File: config.mk
export PLATFORM = sky130hd
export DESIGN_NAME = mips_data_mem_arbiter
export DESIGN_NICKNAME = d
export VERILOG_FILES = /design/src/rtl/mips_data_mem_arbiter.sv
export SDC_FILE = /design/constraint.sdc
export NUM_CORES = 1
export LEC_CHECK = 0
export ABC_AREA = 1
export BUFFER_PORTS_ARGS = -buffer_cell sky130_fd_sc_hd__buf_2
export CAP_MARGIN = 40
export CELL_PAD_IN_SITES_DETAIL_PLACEMENT = 1
export CELL_PAD_IN_SITES_GLOBAL_PLACEMENT = 2
export CORE_ASPECT_RATIO = 1.25
export CORE_MARGIN = 10
export CORE_UTILIZATION = 25
export DETAILED_ROUTE_END_ITERATION = 8
export HOLD_SLACK_MARGIN = 0.06
export PLACE_DENSITY = 0.83
export SYNTH_ARGS = -nofsm -noshare
export SYNTH_HDL_FRONTEND = slang
export SYNTH_SLANG_ARGS = --single-unit
File: constraint.sdc
create_clock -name clk -period 2.1 [get_ports clk]
set_input_delay 0.315 -clock clk [delete_from_list [all_inputs] [get_ports clk]]
set_output_delay 0.315 -clock clk [all_outputs]
set_load 0.01 [all_outputs]
File: src/rtl/mips_data_mem_arbiter.sv
// Round-robin arbiter sharing one data-memory port between the CPU (port 0)
// and a loader/debug master (port 1); one fixed-latency transaction at a time.
module mips_data_mem_arbiter #(
  parameter int LATENCY = 1,
  parameter int AW      = 32,
  parameter int DW      = 32
) (
  input  logic          clk,
  input  logic          reset,
  input  logic          clk_enable,
  input  logic          m0_req,
  input  logic          m0_write,
  input  logic [AW-1:0] m0_address,
  input  logic [DW-1:0] m0_writedata,
  output logic [DW-1:0] m0_readdata,
  output logic          m0_ack,
  output logic          m0_err,
  input  logic          m1_req,
  input  logic          m1_write,
  input  logic [AW-1:0] m1_address,
  input  logic [DW-1:0] m1_writedata,
  output logic [DW-1:0] m1_readdata,
  output logic          m1_ack,
  output logic          m1_err,
  output logic [AW-1:0] mem_address,
  output logic          mem_write,
  output logic          mem_read,
  output logic [DW-1:0] mem_writedata,
  input  logic [DW-1:0] mem_readdata,
  output logic          busy,
  output logic          last_grant
);

  typedef enum logic [1:0] {
    ST_IDLE   = 2'd0,
    ST_ACCESS = 2'd1,
    ST_DONE   = 2'd2
  } state_t;

  localparam int            CW       = (LATENCY > 1) ? $clog2(LATENCY) : 1;
  localparam logic [CW-1:0] CNT_LAST = CW'(LATENCY - 1);

  state_t        state_q, state_d;
  logic [CW-1:0] cnt_q, cnt_d;
  logic          gnt_q, gnt_d;
  logic          wr_q, wr_d;
  logic          last_grant_q, last_grant_d;
  logic          busy_q, busy_d;
  logic          mem_read_q, mem_read_d;
  logic          mem_write_q, mem_write_d;
  logic [AW-1:0] mem_address_q, mem_address_d;
  logic [DW-1:0] mem_writedata_q, mem_writedata_d;
  logic          m0_ack_q, m0_ack_d, m0_err_q, m0_err_d;
  logic          m1_ack_q, m1_ack_d, m1_err_q, m1_err_d;
  logic [DW-1:0] m0_rdata_q, m0_rdata_d, m1_rdata_q, m1_rdata_d;

  logic          sel_s;
  logic          sel_write_s;
  logic [AW-1:0] sel_addr_s;
  logic [DW-1:0] sel_wdata_s;

  // Requester selection: on contention the port that did not win last time goes.
  always_comb begin
    sel_s       = (m0_req && m1_req) ? ~last_grant_q : m1_req;
    sel_write_s = sel_s ? m1_write     : m0_write;
    sel_addr_s  = sel_s ? m1_address   : m0_address;
    sel_wdata_s = sel_s ? m1_writedata : m0_writedata;
  end

  // Next-state and registered-output computation.
  always_comb begin
    state_d         = state_q;
    cnt_d           = cnt_q;
    gnt_d           = gnt_q;
    wr_d            = wr_q;
    last_grant_d    = last_grant_q;
    mem_read_d      = mem_read_q;
    mem_write_d     = mem_write_q;
    mem_address_d   = mem_address_q;
    mem_writedata_d = mem_writedata_q;
    m0_ack_d        = 1'b0;
    m0_err_d        = 1'b0;
    m1_ack_d        = 1'b0;
    m1_err_d        = 1'b0;
    m0_rdata_d      = m0_rdata_q;
    m1_rdata_d      = m1_rdata_q;

    case (state_q)
      ST_IDLE: begin
        if (m0_req || m1_req) begin
          gnt_d        = sel_s;
          last_grant_d = sel_s;
          wr_d         = sel_write_s;
          cnt_d        = '0;
          // Misaligned requests complete without touching memory.
          if (sel_addr_s[1:0] != 2'b00) begin
            state_d = ST_DONE;
            if (sel_s) begin
              m1_ack_d   = 1'b1;
              m1_err_d   = 1'b1;
              m1_rdata_d = '0;
            end else begin
              m0_ack_d   = 1'b1;
              m0_err_d   = 1'b1;
              m0_rdata_d = '0;
            end
          end else begin
            state_d         = ST_ACCESS;
            mem_read_d      = ~sel_write_s;
            mem_write_d     = sel_write_s;
            mem_address_d   = sel_addr_s;
            mem_writedata_d = sel_wdata_s;
          end
        end else begin
          state_d = ST_IDLE;
        end
      end
      ST_ACCESS: begin
        cnt_d = cnt_q + CW'(1);
        if (cnt_q == CNT_LAST) begin
          state_d     = ST_DONE;
          mem_read_d  = 1'b0;
          mem_write_d = 1'b0;
          if (gnt_q) begin
            m1_ack_d   = 1'b1;
            m1_rdata_d = wr_q ? '0 : mem_readdata;
          end else begin
            m0_ack_d   = 1'b1;
            m0_rdata_d = wr_q ? '0 : mem_readdata;
          end
        end else begin
          state_d = ST_ACCESS;
        end
      end
      ST_DONE: begin
        state_d = ST_IDLE;
      end
      default: begin
        state_d     = ST_IDLE;
        mem_read_d  = 1'b0;
        mem_write_d = 1'b0;
      end
    endcase

    busy_d = (state_d != ST_IDLE);
  end

  // State and output registers; everything freezes while clk_enable is low.
  always_ff @(posedge clk or negedge reset) begin
    if (!reset) begin
      state_q         <= ST_IDLE;
      cnt_q           <= '0;
      gnt_q           <= 1'b0;
      wr_q            <= 1'b0;
      last_grant_q    <= 1'b1;
      busy_q          <= 1'b0;
      mem_read_q      <= 1'b0;
      mem_write_q     <= 1'b0;
      mem_address_q   <= '0;
      mem_writedata_q <= '0;
      m0_ack_q        <= 1'b0;
      m0_err_q        <= 1'b0;
      m1_ack_q        <= 1'b0;
      m1_err_q        <= 1'b0;
      m0_rdata_q      <= '0;
      m1_rdata_q      <= '0;
    end else if (clk_enable) begin
      state_q         <= state_d;
      cnt_q           <= cnt_d;
      gnt_q           <= gnt_d;
      wr_q            <= wr_d;
      last_grant_q    <= last_grant_d;
      busy_q          <= busy_d;
      mem_read_q      <= mem_read_d;
      mem_write_q     <= mem_write_d;
      mem_address_q   <= mem_address_d;
      mem_writedata_q <= mem_writedata_d;
      m0_ack_q        <= m0_ack_d;
      m0_err_q        <= m0_err_d;
      m1_ack_q        <= m1_ack_d;
      m1_err_q        <= m1_err_d;
      m0_rdata_q      <= m0_rdata_d;
      m1_rdata_q      <= m1_rdata_d;
    end
  end

  assign m0_readdata   = m0_rdata_q;
  assign m0_ack        = m0_ack_q;
  assign m0_err        = m0_err_q;
  assign m1_readdata   = m1_rdata_q;
  assign m1_ack        = m1_ack_q;
  assign m1_err        = m1_err_q;
  assign mem_address   = mem_address_q;
  assign mem_write     = mem_write_q;
  assign mem_read      = mem_read_q;
  assign mem_writedata = mem_writedata_q;
  assign busy          = busy_q;
  assign last_grant    = last_grant_q;

endmodule

Word level (Yosys, flattened, before mapping)
Index checks and enable logic that the tools add are counted.
W data, S select, Z words.
{"block": "totals", "elab_cells": 87, "in_bits": 167, "regBits": 141}
{"block": "classes", "n_mux": 44, "reduce_logical": 12, "eq_ne": 10, "bitwise": 4, "add_sub_neg": 1}
{"operator": "$mux W32", "n": 13}
{"operator": "$pmux W32 S2", "n": 2}
{"operator": "$mux W1", "n": 20}
{"operator": "$ne A2 B2 Y1 const B", "n": 8}
{"operator": "$reduce_and A7 Y1", "n": 2}
{"operator": "$mux W2", "n": 3}
{"operator": "$pmux W1 S2", "n": 3}
{"operator": "$pmux W1 S3", "n": 2}
{"operator": "$reduce_and A3 Y1", "n": 2}
{"operator": "$reduce_bool A2 Y1", "n": 3}
{"operator": "$reduce_and A5 Y1", "n": 1}
{"operator": "$not A1 Y1", "n": 4}
{"operator": "$pmux W2 S2", "n": 1}
{"operator": "$reduce_and A4 Y1", "n": 1}
{"operator": "$eq A2 B1 Y1 const B", "n": 1}
{"operator": "$eq A2 B2 Y1 const B", "n": 1}
{"operator": "$logic_not A2 Y1", "n": 1}
{"operator": "$add A1 B1 Y1 const B", "n": 1}
{"operator": "$logic_and A1 B1 Y1", "n": 1}
{"operator": "$logic_or A1 B1 Y1", "n": 1}

Longest topological paths before layout
Gate-level depths: netlist (run 1).
{"block": "logic_depth", "ltp_word": 8, "mapped_depth": 10, "mapped_depth_nobuf": 8}

Worst setup path after synthesis (run 1)
Ideal clock, no wire load.
{"block": "synth_timing", "kind": "reg2reg", "start": "reg last_grant_q, in the netlist last_grant", "end": "reg mem_address_q[12], in the netlist mem_address[12]", "setup_slack_ns": 0.510, "required_ns": 1.969, "stages_incl_launch_ff": 9, "arrival_ns": 1.459, "period_less_slack_ns": 1.590, "path_cell_list": "dfstp_2 -> nand2_1 -> nand2_1 -> nand2_1 -> nand2_1 -> and2_1 -> buf_6 -> clkbuf_1 -> o21ai_0"}
{"block": "synth_between", "elab_chain_len": 6}
{"item": "from (decl)", "line_no": "47", "text": "logic last_grant_q, last_grant_d;"}
{"item": "from (signal assigned)", "line_no": "172", "text": "last_grant_q <= last_grant_d;"}
{"item": "$not A1 Y1 *", "line_no": "64", "text": "sel_s = (m0_req && m1_req) ? ~last_grant_q : m1_req;"}
{"item": "$mux W1 *", "line_no": "64"}
{"item": "$mux W32 *", "line_no": "66", "text": "sel_addr_s = sel_s ? m1_address : m0_address;"}
{"item": "$reduce_bool A2 Y1", "line_no": "96", "text": "if (sel_addr_s[1:0] != 2'b00) begin"}
{"item": "$not A1 Y1 (no source line)"}
{"item": "$reduce_and A4 Y1 (no source line)"}
{"item": "to (signal assigned)", "line_no": "176", "text": "mem_address_q <= mem_address_d;"}
{"item": "to (decl)", "line_no": "51", "text": "logic [AW-1:0] mem_address_q, mem_address_d;"}
Every way passes the cells marked *; elsewhere a longest branch is shown, timed or not.
A chain may end at the register's enable or synchronous reset.

Worst setup path in the final report (run 1)
{"block": "layout_timing", "start": "reg last_grant_q, in the netlist last_grant", "end": "reg mem_writedata_q[30], in the netlist mem_writedata[30]"}
{"block": "layout_between", "elab_chain_len": 6, "elab_cells_between_ends": 7}
{"item": "$not A1 Y1 *", "line_no": "64"}
{"item": "$mux W1 *", "line_no": "64"}
{"item": "$mux W32", "line_no": "66"}
{"item": "$reduce_bool A2 Y1", "line_no": "96"}
{"item": "$not A1 Y1 (no source line)"}
{"item": "$reduce_and A4 Y1 (no source line)"}
{"item": "to (signal assigned)", "line_no": "177", "text": "mem_writedata_q <= mem_writedata_d;"}
{"item": "to (decl)", "line_no": "52", "text": "logic [DW-1:0] mem_writedata_q, mem_writedata_d;"}
Marks and branches as above.

==> summary.txt, run 1 <==
Slowest-stage cell, CP: dfstp_2
Synth warn: 0
Num CTS Buffers: 17
Leakage: 5.43 nW
Reg2Reg Depth: 8
Wire length on met2: 11,900 um
Synthesized cell area: 6770 um^2
Switching Fraction: 0.387
Worst hold stages: 5
Int Power: 7.05 mW
Residual DRC count: 0
CP Max Fanout: 19
Worst skew pair latency: 0.42 ns
Area delta synth->final: 37.5%
Fmax: 554 MHz
Synth top area cells: dfrtp_1, nand2_1, nand3_1, inv_1, o21ai_0
First-pass GRT wire length: 42,700 um
Min cycle time layout: 1.80 ns
Syn Area/Cell: 7.43 um^2
Final max-slew violation count: 0
Critical Path Sink Type: flop
Vias post-DR: 6,851
Die height: 204 um
Clock slew at reported path FFs: 0.06 ns
Final ANT Viol Nets: 0
Number of DRC markers in iteration 0: 275
CTS sink count: 141
Worst Path Required: 2.44 ns
Share of cells above drive strength 1: 0.312
DR WL/cell: 17.2 um
CP Launch Type: flop
RSZ-0062 raised after global routing: no
Setup TNS: 0 ns
Clk_skew: 0.00889 ns
Psw: 4.44 mW
MaxCap Viol Count: 0
Worst slew margin: 0.709
Register area share after synthesis: 0.521
Port bufs: 302
Commonest cells after routing, fill and taps aside: nand2_1, buf_2, dfrtp_1, inv_1, nand3_1
Cells after Synth: 911
Total iterations of the first detailed-routing run: 4
Std-Cell Core Area: 26,700 um^2
Vias in the first global route: 7,534
Finished Cell Area: 9310 um^2
Post-CTS Setup Bufs: 0
CTS root buf: clkbuf_16
Yosys top cell by area: dfrtp_1
Cell repeated most along the worst path: nand2_1
Max Used Layer: met5
Fin crit share: 0.859
Status: finished clean
Placer congestion estimate: 0.791
Die area: 34,100 um^2
Post-layout net count: 1,370
H-tree Lvls: 4
Area share of the largest cell type after synthesis: 0.517
Met3 routed WL: 2700 um
GRT Util Overall: 0.155
Final hold vios: 0
Combinational Power Share: 0.361
Synth unique cells: 23
Row cnt: 67
Most common cell after layout, fill and taps aside: nand2_1
DR vias/cell: 4.39
Clock Path Buffers: 2
Drt total wl: 26,900 um
Die W: 167 um
GR Overflow Total: 0
# setup viols final: 0
Initial core utilization: 0.253
Pwr dens: 1230 nW/um^2
Max incr delay on CP: 0.54 ns
DP Wirelength: 20,600 um
Flop pwr share: 0.366
Crit Path Class: reg2reg
Post-DP Area: 8690 um^2
Tightest Pin Transition: 0.437 ns
Clock share of power: 0.273
Initial antenna violation count: 5
TritonCTS clock tree: built
Number of top-level pins: 303
Met1 wire length: 11,900 um
Post-Syn Nets: 1,078
Min-Delay Path Class: in2reg
Critical-path cell list: nand2_1 -> nand2_2 -> nand2_1 -> nand2_1 -> and2_4 -> buf_4 -> nand2_1 -> o21ai_1
FF+latch count, synth: 141
Largest net degree at the start of global routing: 52
Peak VDD IR: 0.551 mV
CP arrival: 2.14 ns
worst max-delay path, delay by kind of cell, from the launching register on:
kind            cells  cell delay [ns]
flops               1             0.54
compound gates      1             0.09
simple gates        6             0.83
buf+inv             1             0.26
metrics by stage:
stage	hold WS (ns)	utilization	instances	setup slack (ns)	power (mW)
floorplan	0.0194	-	911	0.510	6.39
global placement	0.271	0.325	1528	0.372	8.44
detailed placement	0.269	0.325	1528	0.263	8.52
CTS	0.170	0.348	1561	0.247	11.8
global route	0.188	0.348	1561	0.115	12.4
finish	0.189	0.348	1562	0.296	11.5
path summary, 6_finish.rpt:
| path | slack [ns] | from | end |
|---|---|---|---|
| worst max-delay path | 0.30 | last_grant | mem_writedata[30] |
| worst min-delay path | 0.19 | m1_address[29] | mem_address[29] |
| worst max register to register | 0.30 | last_grant | mem_writedata[30] |
| worst min register to register | 0.47 | m0_readdata[10] | m0_readdata[10] |
| max in group asynchronous | 1.08 | reset | mem_address[12] |
| min in group asynchronous | 0.39 | reset | mem_writedata[30] |
cell usage after synthesis (all sizes together):
master and count:
nand2 448, dfrtp 140, inv 76, nand3 72, o21ai 70, nor2 45, buf 35, clkbuf 17
a21oi 3, o21bai 2, and2 1, dfstp 1, o31ai 1
state kept, by name (all words and copies together), names as in the netlist:
name and flops:
mem_address 32, mem_writedata 32, last_grant 1, busy 1, m1_readdata 32, m0_readdata 32
cnt_q 1, wr_q 1, mem_write 1, gnt_q 1, m0_ack 1, m1_ack 1
m0_err 1, m1_err 1, state_q 2, mem_read 1
kinds of logic after synthesis:
| group | synth area share |
|---|---|
| AOI/OAI and AO/OA | 0.0634 |
| buffers and inverters | 0.0830 |
| DFF | 0.521 |
| and+or+nand+nor | 0.332 |
area by class of cell:
cell class                      count  area (um^2)
Fill cell                        3414        17400
Sequential cell                   141         3530
Multi-Input combinational cell    642         2680
Timing Repair Buffer              325         1770
Clock buffer                       19          443
Tap cell                          345          432
Inverter                           76          285
Clock inverter                     13          165
Antenna cell                        1         2.50
metal layers:
| metal | up-vias | track usage |
|---|---|---|
| met1 | 3195 | 0.193 |
| met5 | - | 0 |
| met3 | 25 | 0.0702 |
| li1 | 3369 | - |
| met4 | 8 | 0.0367 |
| met2 | 254 | 0.242 |
power groups by stage:
stage,Clock (mW),Sequential [mW],Combinational (mW)
6_report,3.14,4.21,4.15
5_1_grt,3.37,4.35,4.68
4_1_cts,3.25,4.24,4.26
3_5_place_dp,0,4.27,4.25
3_3_place_gp,0,4.24,4.20
2_1_floorplan,0,4.63,1.76
what timing repair did:
| action | in CTS | in global routing |
|---|---|---|
| gates resized for setup | 0 | 0 |
| endpoints found under the hold margin | 36 | 0 |
| hold buffers | 1 | 0 |
Note: power is estimated with default switching activity, not from simulation.
==> run 2, diff against run 1 <==
CORE_UTILIZATION = 26   (was 25)
CTS_BUF_LIST = sky130_fd_sc_hd__clkbuf_2 sky130_fd_sc_hd__clkbuf_4 sky130_fd_sc_hd__clkbuf_8   (was unset)
HOLD_SLACK_MARGIN = 0.08   (was 0.06)
PLACE_DENSITY = 0.86   (was 0.83)
RECOVER_POWER = 25   (was unset)
==> run 2 against run 1 <==
  * First-iteration DRC count up 24%
  * Worst setup slack worse by 0.058 ns
  * Clock power fell by 23%
  * Power down 6.1%
  * Combinational power is essentially flat
  * Routed wire length shrank 1.4%
  * Flip-flop and latch count is the same
  * Worst hold slack got worse by 0.017 ns
  * Largest power group unchanged
  * Critical endpoint is now mem_address[10]
==> summary.txt, run 2 (synthesized netlist as in run 1, its figures left out) <==
Share of cells above drive strength 1: 0.312
Min-Delay Path Class: in2reg
Critical-path cell list: nand2_1 -> nand2_2 -> nand2_1 -> nand2_1 -> and2_4 -> buf_12 -> nand2_1 -> o21ai_0
# setup viols final: 0
Leakage: 5.36 nW
Clock share of power: 0.225
Number of top-level pins: 303
MaxCap Viol Count: 0
Pwr dens: 1180 nW/um^2
Critical Path Stages: 8
GRT Util Overall: 0.158
R2R Path End: mem_address[10]
Worst slew margin: 0.220
RR Startpoint: last_grant
Critical Path Sink Type: flop
Port bufs: 302
Worst skew pair latency: 0.45 ns
Die area: 32,900 um^2
Fin crit share: 0.886
Num CTS Buffers: 17
Setup crit start: last_grant
Int Power: 6.46 mW
Worst Path Required: 2.46 ns
Final max-slew violation count: 0
Residual DRC count: 0
Final hold vios: 0
DR WL/cell: 17.0 um
Max incr delay on CP: 0.54 ns
Row cnt: 66
Final ANT Viol Nets: 0
CTS sink count: 141
Total power: 10.8 mW
Peak VDD IR: 0.486 mV
Status: finished clean
Initial core utilization: 0.262
Most common cell after layout, fill and taps aside: nand2_1
Largest net degree at the start of global routing: 62
Area delta synth->final: 34.9%
Clk_skew: 0.0114 ns
Crit path buf inv count: 1
RSZ-0062 raised after global routing: no
Vias in the first global route: 7,468
CTS root buf: clkbuf_8
Setup TNS: 0 ns
Die height: 200 um
Switching Fraction: 0.401
Drt total wl: 26,500 um
R2R Setup Slk: 0.24 ns
Largest delay contributor family on the critical path: simple AND/OR/NAND/NOR gates
GR Overflow Total: 0
Post-layout net count: 1,369
TritonCTS clock tree: built
Tightest Pin Transition: 1.17 ns
H-tree Lvls: 4
Crit Path Class: reg2reg
Placer congestion estimate: 0.822
Slowest-stage cell, CP: dfstp_2
First-pass GRT wire length: 41,500 um
Initial antenna violation count: 7
Clock Path Buffers: 2
Fmax: 537 MHz
Cell repeated most along the worst path: nand2_1
Die W: 164 um
Flop pwr share: 0.388
Post-CTS Setup Bufs: 0
Clock slew at reported path FFs: 0.08 ns
Number of DRC markers in iteration 0: 340
DP Wirelength: 20,400 um
Worst setup path endpoint: mem_address[10]
CP Launch Type: flop
DR vias/cell: 4.43
CP Max Fanout: 50
Commonest cells after routing, fill and taps aside: nand2_1, buf_2, dfrtp_1, inv_1, nand3_1
Combinational Power Share: 0.388
Reg2Reg Depth: 8
Std-Cell Core Area: 25,800 um^2
Total iterations of the first detailed-routing run: 4
Min cycle time layout: 1.86 ns
Vias post-DR: 6,904
CP arrival: 2.22 ns
Psw: 4.33 mW
-- run 2: cell types whose count changed in the layout (fill, tap and decap cells not counted), sizes merged --
cell	change
clkinv	+3
clkbuf	+1
bufinv	+1
inv	-1
buf	-3
clkinvlp	-2
diode	+2
-- run 2: routing by layer --
metal	routed length, um	GRT usage
met5	44	0
met1	11300	0.189
met4	225	0.0348
met3	3190	0.0819
met2	11800	0.247
-- run 2: cell type report --
class	count	area [um^2]
tap	340	425
sequential	141	3530
timing repair buffer	324	1770
fill	3312	16700
inverter	76	285
clock buffer	18	241
clock inverter	14	194
antenna	3	7.51
multi-input combinational	642	2680
-- run 2: worst min-delay path by stage --
stage,cells after the start,startpoint,endpoint
2_1_floorplan,0,reset,busy
3_3_place_gp,1,reset,mem_address[17]
3_5_place_dp,1,reset,mem_address[11]
4_1_cts,5,m0_writedata[18],mem_writedata[18]
5_1_grt,5,m0_writedata[25],mem_writedata[25]
6_report,5,m1_address[13],mem_address[13]
-- run 2: per-stage QoR --
step                       util  setup WS, ns  hold slack [ns]  instances  cell area, um^2
after floorplan               -         0.510           0.0194        911             6770
after global placement    0.337         0.346            0.279       1522             8700
after detailed placement  0.337         0.245            0.282       1522             8700
after CTS                 0.354         0.219            0.127       1555             9150
after global routing      0.353        0.0182            0.141       1556             9130
final                     0.353         0.238            0.173       1558             9140
-- run 2: power by group through the flow --
stage,logic [mW],registers [mW],clock network (mW)
after CTS,4.31,4.20,2.53
after detailed placement,4.29,4.24,0
after global placement,4.22,4.19,0
final,4.18,4.18,2.42
after global routing,4.73,4.32,2.66
after floorplan,1.76,4.63,0
-- run 2: worst min-delay path, stage by stage --
cell,delay [ns]
buf_2,0.08
nand2_1,0.04
nand2_1,0.05
nand2_1,0.04
o21ai_0,0.06
-- run 2: what timing repair did --
action / 4_1_cts / 5_1_grt
endpoints found under the hold margin: 39 / 0
gates resized for setup: 0 / 0
hold buffers: 1 / 0
